==> src/rtl/vga_timing_gen.sv <==
// vga_timing_gen: runtime-programmable raster timing generator.
// The fetch stage exposes the raw counters so the screen RAM / char ROM can be addressed.
// The display stage re-times sync, blanking and position to line up with returned pixels.
// Timing fields are double-buffered and swap atomically at the end of a frame.
module vga_timing_gen #(
   parameter int CW    = 11,
   parameter int LEAD  = 2,
   parameter int H_ACT = 640,
   parameter int H_FP  = 16,
   parameter int H_SW  = 96,
   parameter int H_BP  = 48,
   parameter int V_ACT = 480,
   parameter int V_FP  = 10,
   parameter int V_SW  = 2,
   parameter int V_BP  = 33,
   parameter bit H_POL = 1'b0,
   parameter bit V_POL = 1'b0
) (
   input  logic          clk,
   input  logic          rst,
   input  logic          pix_ce,
   input  logic          cfg_wr,
   input  logic [3:0]    cfg_sel,
   input  logic [CW-1:0] cfg_data,
   input  logic          cfg_apply,
   output logic          cfg_pending,
   output logic          cfg_err,
   output logic [CW-1:0] fetch_x,
   output logic [CW-1:0] fetch_y,
   output logic          fetch_valid,
   output logic          h_sync_o,
   output logic          v_sync_o,
   output logic          de_o,
   output logic [CW-1:0] posx_o,
   output logic [CW-1:0] posy_o,
   output logic          frame_start,
   output logic          line_irq
);

   localparam int TW = CW + 2;

   typedef logic [CW-1:0] field_t;

   typedef struct packed {
      logic   hs;
      logic   vs;
      logic   de;
      field_t x;
      field_t y;
   } stage_t;

   localparam stage_t IDLE = '{hs: ~H_POL, vs: ~V_POL, de: 1'b0, x: '0, y: '0};

   // Field order matches cfg_sel 0..7.
   function automatic field_t field_default(input logic [2:0] idx);
      case (idx)
         3'd0:    return field_t'(H_ACT);
         3'd1:    return field_t'(H_FP);
         3'd2:    return field_t'(H_SW);
         3'd3:    return field_t'(H_BP);
         3'd4:    return field_t'(V_ACT);
         3'd5:    return field_t'(V_FP);
         3'd6:    return field_t'(V_SW);
         default: return field_t'(V_BP);
      endcase
   endfunction

   field_t        live_f [8];
   field_t        shad_f [8];
   logic [1:0]    live_pol;   // {v_pol, h_pol}
   logic [1:0]    shad_pol;
   field_t        irq_line;
   field_t        hcnt, vcnt;

   logic [TW-1:0] h_total, v_total;
   logic [TW-1:0] hs_beg, hs_end, vs_beg, vs_end;
   logic          h_eol, v_eol, frame_end, commit, shadow_ok;
   logic          hs_act, vs_act;
   field_t        hcnt_nxt, vcnt_nxt;
   stage_t        fetch_stage;
   stage_t        pipe [LEAD+1];

   // Totals, wrap detection, sync decode and the fetch-stage view of the counters.
   always_comb begin
      // NOTE: every variable written here is assigned on every path (defaults first), so no latch is inferred.
      vcnt_nxt  = vcnt;
      h_total   = TW'(live_f[0]) + TW'(live_f[1]) + TW'(live_f[2]) + TW'(live_f[3]);
      v_total   = TW'(live_f[4]) + TW'(live_f[5]) + TW'(live_f[6]) + TW'(live_f[7]);
      // ">=" rather than "==" so a counter left beyond a shrunken total still wraps.
      h_eol     = (TW'(hcnt) + TW'(1)) >= h_total;
      v_eol     = (TW'(vcnt) + TW'(1)) >= v_total;
      frame_end = h_eol && v_eol;
      hcnt_nxt  = h_eol ? '0 : hcnt + field_t'(1);
      if (h_eol) vcnt_nxt = v_eol ? '0 : vcnt + field_t'(1);
      commit    = pix_ce && frame_end && cfg_pending;
      shadow_ok = (shad_f[0] != '0) && (shad_f[2] != '0) &&
                  (shad_f[4] != '0) && (shad_f[6] != '0);
      hs_beg    = TW'(live_f[0]) + TW'(live_f[1]);
      hs_end    = hs_beg + TW'(live_f[2]);
      vs_beg    = TW'(live_f[4]) + TW'(live_f[5]);
      vs_end    = vs_beg + TW'(live_f[6]);
      hs_act    = (TW'(hcnt) >= hs_beg) && (TW'(hcnt) < hs_end);
      vs_act    = (TW'(vcnt) >= vs_beg) && (TW'(vcnt) < vs_end);
      fetch_valid    = (hcnt < live_f[0]) && (vcnt < live_f[4]);
      fetch_stage.hs = hs_act ? live_pol[0] : ~live_pol[0];
      fetch_stage.vs = vs_act ? live_pol[1] : ~live_pol[1];
      fetch_stage.de = fetch_valid;
      // Position is zeroed outside the active area before it enters the pipe.
      fetch_stage.x  = fetch_valid ? hcnt : '0;
      fetch_stage.y  = fetch_valid ? vcnt : '0;
   end

   assign fetch_x = hcnt;
   assign fetch_y = vcnt;

   // Raster counters, shadow/live configuration, commit handshake and event pulses.
   always_ff @(posedge clk) begin
      // NOTE: state is updated with non-blocking assignments so every register samples pre-edge values.
      if (rst) begin
         hcnt        <= '0;
         vcnt        <= '0;
         for (int i = 0; i < 8; i++) begin
            live_f[i] <= field_default(3'(i));
            shad_f[i] <= field_default(3'(i));
         end
         live_pol    <= {V_POL, H_POL};
         shad_pol    <= {V_POL, H_POL};
         irq_line    <= '0;
         cfg_pending <= 1'b0;
         cfg_err     <= 1'b0;
         frame_start <= 1'b0;
         line_irq    <= 1'b0;
      end else begin
         frame_start <= pix_ce && frame_end;
         line_irq    <= pix_ce && h_eol && (vcnt_nxt == irq_line) && (TW'(irq_line) < v_total);
         if (pix_ce) begin
            hcnt <= hcnt_nxt;
            vcnt <= vcnt_nxt;
         end
         if (commit && shadow_ok) begin
            live_f   <= shad_f;
            live_pol <= shad_pol;
         end
         // A request in the commit cycle re-arms for the following frame.
         if (cfg_apply)   cfg_pending <= 1'b1;
         else if (commit) cfg_pending <= 1'b0;
         if (commit && !shadow_ok) cfg_err <= 1'b1;
         else if (cfg_apply)       cfg_err <= 1'b0;
         // Writes land after the commit has read the shadow, so they wait for the next apply.
         if (cfg_wr) begin
            if (cfg_sel < 4'd8)       shad_f[cfg_sel[2:0]] <= cfg_data;
            else if (cfg_sel == 4'd8) shad_pol             <= cfg_data[1:0];
            else if (cfg_sel == 4'd9) irq_line             <= cfg_data;
         end
      end
   end

   // Display-stage delay line: LEAD stages plus the output register.
   always_ff @(posedge clk) begin
      // NOTE: this is a handful of flops, not a RAM, so it is reset to known idle entries.
      if (rst) begin
         for (int i = 0; i <= LEAD; i++) pipe[i] <= IDLE;
      end else if (pix_ce) begin
         pipe[0] <= fetch_stage;
         for (int i = 1; i <= LEAD; i++) pipe[i] <= pipe[i-1];
      end
   end

   assign h_sync_o = pipe[LEAD].hs;
   assign v_sync_o = pipe[LEAD].vs;
   assign de_o     = pipe[LEAD].de;
   assign posx_o   = pipe[LEAD].x;
   assign posy_o   = pipe[LEAD].y;

endmodule

==> config.mk <==
export PLATFORM = sky130hd
export DESIGN_NAME = vga_timing_gen
export DESIGN_NICKNAME = d
export VERILOG_FILES = /design/src/rtl/vga_timing_gen.sv
export SDC_FILE = /design/constraint.sdc
export NUM_CORES = 1
export LEC_CHECK = 0
export ABC_AREA = 1
export CORE_MARGIN = 2
export CORE_UTILIZATION = 35
export CTS_BUF_LIST = sky130_fd_sc_hd__clkbuf_4
export CTS_CLUSTER_SIZE = 20
export DETAILED_ROUTE_END_ITERATION = 16
export GPL_TIMING_DRIVEN = 0
export MAX_ROUTING_LAYER = met4
export PLACE_DENSITY = 0.58
export SETUP_SLACK_MARGIN = 0.3
export SYNTH_ARGS = -nofsm -noshare
export SYNTH_HDL_FRONTEND = slang
export SYNTH_SLANG_ARGS = --single-unit
==> constraint.sdc <==
create_clock -name clk -period 5.2 [get_ports clk]
set_clock_uncertainty 0.15 [all_clocks]
set_input_delay 1.04 -clock clk [delete_from_list [all_inputs] [get_ports clk]]
set_output_delay 1.04 -clock clk [all_outputs]
set_load 0.02 [all_outputs]
==> flow_summary.yaml, run 1 <==
global_route:
  grt_overflow: 0
  grt_use_total_pct: 20.42
  grt_pass1_wl_mm: 76.25
  grt_pass1_vias: 14317
  antenna_found_initial: 1
  grt_max_degree: 50
final_layout:
  layout_commonest_cell: "nor2_1"
  n_fill_cell: 4641
  fin_nets: 2537
  post-route-util_pct: 45.22
  final_cell_mix: "381 x nor2_1, 262 x inv_1, 259 x nand2_1"
  final_area_um2: 21050
  layout-drive-gt1-share_pct: 20.03
  areaGrowthSynthToFinish_pct: 27.25
min_path:
  hp-class: "flip-flop to flip-flop"
  hp-start: "shad_pol[0]$_SDFFE_PP0P_"
  holdPathStages: 2
  holdPathEnd: "shad_pol[0]$_SDFFE_PP0P_"
setup_path:
  crit_fanout: 7
  cp-end-kind: "flip-flop"
  rr_worst_depth: 36
  criticalPathCategory: "flip-flop to flip-flop"
  r2r_end: "live_f[49]$_SDFFE_PP1P_"
  crit_arrival_ps: 6450
  slowest_delay_ps: 420
  r2r_slack_ps: -790
  crit_path_frequent_cell: "nand2_2"
  cp-start-kind: "flip-flop"
  r2r_start: "live_f[77]$_SDFFE_PP0P_"
  slowest_stage: "fa_2"
  required_ps: 5660
yosys:
  synthArstFlopShare_pct: 0
  syn_nets: 2330
  yosysTopAreaCell: "dfxtp_1"
  synth-edff-count: 75
  yosysSeqAreaShare_pct: 39.87
  synth_area_leaders: "dfxtp_1 26%, edfxtp_1 14%, ha_1 12%"
  synthFlopType: "dfxtp_1"
  syn-cell-area_um2: 16540
  yosysTopAreaCellShare_pct: 26.26
  synth_cell_types: 50
  postSynthCellCount: 2139
  yosys_register_bits: 292
  yosysWarnings: 0
  postSynthAreaPerCell_um2: 7.734
clock_network:
  clk-insertion-delay-late_ps: 800
  cts_htree_levels: 3
  cts-root-buf: "clkbuf_4"
  cts_sinks: 292
  clock_path_buffers: 3
  numCtsBuffers: 79
  clk_pin_slew_worst_paths_ps: 70
  cts_tree: "yes"
  hold_buffers: 0
status:
  violations: "setup timing"
  run_status: "complete, but fails checks"
power:
  power.density_nw_per_um2: 233.1
  leakagePower_uw: 0.009556
  p_total_uw: 4908
  peakVddDrop_mv: 0.1774
timing:
  setup_viol: 116
  final-max-slew-violation-count: 0
  whs_ps: 303.8
  setup_slack_ps: -793.1
  tightestPinTransition_ps: 1047
  fmax_mhz: 166.9
  period_minus_slack_ps: 5993
  rsz0062_at_grt: "yes"
  hold_viol: 0
  period_share_pct: 115.3
  max_slew_margin_pct: 29.63
floorplan:
  die_area_um2: 49020
  core_area_um2: 46560
  io_pins: 72
  die_x_um: 221.4
  die_h_um: 221.4
  num_rows: 79
  start_util_pct: 35.53
job:
  maxCapViolCount: 0
place:
  numPortBuffers: 60
  dpl_cell_area_um2: 18010
  place_congestion: 0.8714
  hpwl_mm: 36.32
drt:
  wl_mm: 50.36
  first_pass_iters: 6
  wl_per_cell_um: 16.74
  drcViolationCount: 0
  avgViaCountPerCell: 4.923
  via_count: 14814
  drtAntennaViolNets: 0
  drtIter0Drc: 891
-- worst max-delay path by stage --
stage	slack, ps	end	from
after floorplan	110	live_f[1]$_SDFFE_PP0P_	live_f[66]$_SDFFE_PP0P_
after global placement	-1160	live_f[45]$_SDFFE_PP0P_	live_f[77]$_SDFFE_PP0P_
after detailed placement	-1270	live_f[45]$_SDFFE_PP0P_	live_f[77]$_SDFFE_PP0P_
after CTS	-750	live_f[0]$_SDFFE_PP1P_	live_f[77]$_SDFFE_PP0P_
after global routing	-1080	live_f[52]$_SDFFE_PP0P_	live_f[77]$_SDFFE_PP0P_
final	-790	live_f[49]$_SDFFE_PP1P_	live_f[77]$_SDFFE_PP0P_
-- per-layer routing --
metal,GRT usage [%],vias to the layer above,part of all wire [%]
met5,-,-,0
met4,7.957,0,3.4
met3,3.851,103,5.6
met2,32.91,412,47
met1,25.32,6875,44
li1,-,7424,-
-- stage by stage --
stage	setup slack [ps]	cells	TNS [ps]
6_report	-793.1	3009	-70390
4_1_cts	-746.9	2987	-66370
5_1_grt	-1084	3009	-105270
3_3_place_gp	-1155	2806	-112210
3_5_place_dp	-1269	2807	-95440
2_1_floorplan	112.2	2139	0
-- flip-flops by register name, indices dropped and copies added (netlist names) --
signal       flops
pipe            75
fetch_x         11
line_irq         1
live_pol         2
fetch_y         11
irq_line        11
frame_start      1
cfg_pending      1
live_f          88
cfg_err          1
shad_pol         2
shad_f          88
-- final cells by class --
class | instances | area (µm²) | area share [%]
Buffer | 104 | 767.0 | 3.643
Clock buffer | 116 | 870.8 | 4.137
Multi-Input combinational cell | 1468 | 9514 | 45.19
Inverter | 275 | 1047 | 4.975
Clock inverter | 20 | 173.9 | 0.8262
Antenna cell | 1 | 2.502 | 0.01189
Sequential cell | 292 | 6608 | 31.39
Tap cell | 607 | 759.5 | 3.608
Timing Repair Buffer | 126 | 1309 | 6.217
-- report_power, final --
group          total, µW  leakage (µW)  internal [µW]  switching [µW]
clock network       2140      0.000610           1170             967
registers           2420       0.00257           2380            33.7
logic                353       0.00638            130             223
-- critical path, delay by kind of cell (launching register included) --
kind,cells,cell delay (ps)
and+or+nand+nor,13,1370
AOI/OAI and AO/OA,7,1040
xor gates and xnor gates,3,590
DFF,1,360
adders and majority gates,5,1410
buffers and inverters,8,920
-- logic make-up (layout without fill, tap and decap cells) --
kind of cell	count (synthesis)	in the layout	synth area share [%]
DFF	292	292	39.87
and+or+nand+nor	835	835	20.71
xor gates and xnor gates	67	67	3.547
buffers and inverters	379	641	9.817
adders and majority gates	171	171	13.21
other	0	1	0
AOI/OAI and AO/OA	395	395	12.85
-- Yosys cell counts, drive strengths merged (2+ instances only) --
library cell and instances:
xor2 59, o21ai 212, a21oi 125, clkbuf 49, dfxtp 217, nand2 292, a21o 7, fa 6
o31ai 4, o21bai 10, a221oi 2, nor3 19, nor2 391, inv 274, xnor2 8, edfxtp 75
nand3 102, or2 5, o211ai 16, a31o 2, buf 55, o22ai 3, nor4 12, ha 165
nand4 12, a21boi 4, a31oi 5
-- repair_timing --
item	4_1_cts	5_1_grt
buffers inserted	39	18
endpoints found under the setup margin	117	119
gates resized for setup	191	131
hold endpoints to repair	0	0
pin swaps	29	61
gates cloned	5	3
(Power assumes the default switching activity.)
==> run 2, diff against run 1 <==
--- a/constraint.sdc
+++ b/constraint.sdc
@@ -4,2 +4,2 @@
 set_output_delay 1.04 -clock clk [all_outputs]
-set_load 0.02 [all_outputs]
+set_load 0.01 [all_outputs]
==> run 2 against run 1 <==
Effect of this change: the run still ends with setup timing left; hold slack got worse by 6.2 ps; sequential cell count stayed put; global-route usage grew 0.11 points; largest cell class unchanged; largest power group unchanged.
==> flow_summary.yaml, run 2 (synthesized netlist as in run 1, its figures left out) <==
floorplan:
  start_util_pct: 35.53
  die_area_um2: 49020
  num_rows: 79
  die_x_um: 221.4
  core_area_um2: 46560
  io_pins: 72
  die_h_um: 221.4
status:
  violations: "setup timing"
  run_status: "complete, but fails checks"
drt:
  drtAntennaViolNets: 0
  drcViolationCount: 0
  wl_per_cell_um: 16.79
  via_count: 14946
  avgViaCountPerCell: 4.964
  first_pass_iters: 5
  wl_mm: 50.56
  drtIter0Drc: 891
setup_path:
  slowest_stage: "fa_2"
  slowest_delay_ps: 430
  cpLargestDelayFamily: "adder cells"
  cp-start-kind: "flip-flop"
  cp-end-kind: "flip-flop"
  worst-path-buf-inv: 9
  crit_arrival_ps: 6320
  crit_fanout: 10
  criticalPathCategory: "flip-flop to flip-flop"
  required_ps: 5670
timing:
  tightestPinTransition_ps: 994.5
  fmax_mhz: 170.9
  rsz0062_at_grt: "yes"
  hold_viol: 0
  max_slew_margin_pct: 33.19
  fin_setup_tns_ps: -58000
  final-max-slew-violation-count: 0
  whs_ps: 297.5
  setup_slack_ps: -652.3
  setup_viol: 116
  period_share_pct: 112.5
  period_minus_slack_ps: 5852
clock_network:
  numCtsBuffers: 77
  clock_path_buffers: 3
  clk-insertion-delay-late_ps: 780
  cts_sinks: 292
  cts_htree_levels: 3
  cts_tree: "yes"
  hold_buffers: 0
  clk_pin_slew_worst_paths_ps: 80
  cts-root-buf: "clkbuf_4"
job:
  maxCapViolCount: 0
power:
  peakVddDrop_mv: 0.2129
  leakagePower_uw: 0.009580
  p_total_uw: 4813
  power.density_nw_per_um2: 227.1
final_layout:
  areaGrowthSynthToFinish_pct: 28.13
  final_cell_mix: "383 x nor2_1, 260 x inv_1, 259 x nand2_1"
  n_fill_cell: 4634
  fin_nets: 2542
  layout-drive-gt1-share_pct: 20.81
  layout_commonest_cell: "nor2_1"
  reg_top3: "live_f (88), shad_f (88), pipe (75)"
global_route:
  grt_overflow: 0
  grt_pass1_wl_mm: 76.96
  grt_max_degree: 50
  grt_pass1_vias: 14472
  grt_use_total_pct: 20.53
  antenna_found_initial: 2
place:
  place_congestion: 0.8871
  pre_cts_ws_ps: -1227
  hpwl_mm: 36.63
  numPortBuffers: 60
min_path:
  hp-class: "flip-flop to flip-flop"
[run 2: changes by cell type in the layout (fill, tap and decap cells not counted), sizes merged]
cell	delta
clkinv	-9
buf	+8
clkbuf	+3
bufinv	-2
inv	+2
bufbuf	-1
clkinvlp	+1
[run 2: cell type report]
type / count / area, µm² / share of cell area [%]
clock inverter: 12 / 95.09 / 0.4486
buffer: 104 / 714.4 / 3.370
sequential: 292 / 6606 / 31.17
clock buffer: 119 / 893.4 / 4.214
inverter: 275 / 1040 / 4.905
timing repair buffer: 133 / 1380 / 6.510
multi-input combinational: 1468 / 9707 / 45.79
tap: 607 / 759.5 / 3.583
antenna: 1 / 2.502 / 0.01180
[run 2: final timing paths]
| kind | start | to | slack [ps] | cells past startpoint |
|---|---|---|---|---|
| setup / recovery | live_f[77]$_SDFFE_PP0P_ | live_f[66]$_SDFFE_PP0P_ | -650 | 36 |
| hold / removal | shad_pol[1]$_SDFFE_PP0P_ | live_pol[1]$_SDFFE_PP0P_ | 300 | 2 |
| hold reg to reg | shad_pol[1]$_SDFFE_PP0P_ | live_pol[1]$_SDFFE_PP0P_ | 300 | 2 |
| setup reg to reg | live_f[77]$_SDFFE_PP0P_ | live_f[66]$_SDFFE_PP0P_ | -650 | 36 |
[run 2: per-stage QoR]
| step | utilization (%) | cell area [µm²] | instances |
|---|---|---|---|
| finish | 45.53 | 21200 | 3011 |
| floorplan | - | 16620 | 2139 |
| global route | 45.53 | 21200 | 3011 |
| detailed placement | 38.67 | 18000 | 2807 |
| global placement | 38.62 | 17980 | 2806 |
| CTS | 43.00 | 20020 | 2980 |
[run 2: per-layer routing]
layer | part of all wire (%) | up-vias | global-route usage (%)
met5 | 0 | - | -
met4 | 3.0 | 0 | 7.376
met3 | 5.6 | 104 | 3.864
met2 | 47 | 398 | 33.05
met1 | 44 | 7007 | 25.72
li1 | - | 7437 | -
[run 2: power breakdown]
group,total (µW),switching (µW),internal (µW)
Sequential,2420,35.2,2380
Combinational,344,212,133
Clock,2050,962,1090
Total,4810,1210,3600
[run 2: worst reg2reg max path: cells and delay by family, from the launching register on]
kind	cells	cell delay, ps
AOI/OAI and AO/OA	9	1230
xor gates and xnor gates	3	550
adders and majority gates	5	1350
buffers and inverters	9	1040
DFF	1	350
and+or+nand+nor	10	1050
[run 2: repair_timing]
action,CTS,global route
gates resized for setup,154,187
setup buffers,38,25
cloned,4,5
pin swaps,30,79
setup endpoints to repair,116,119
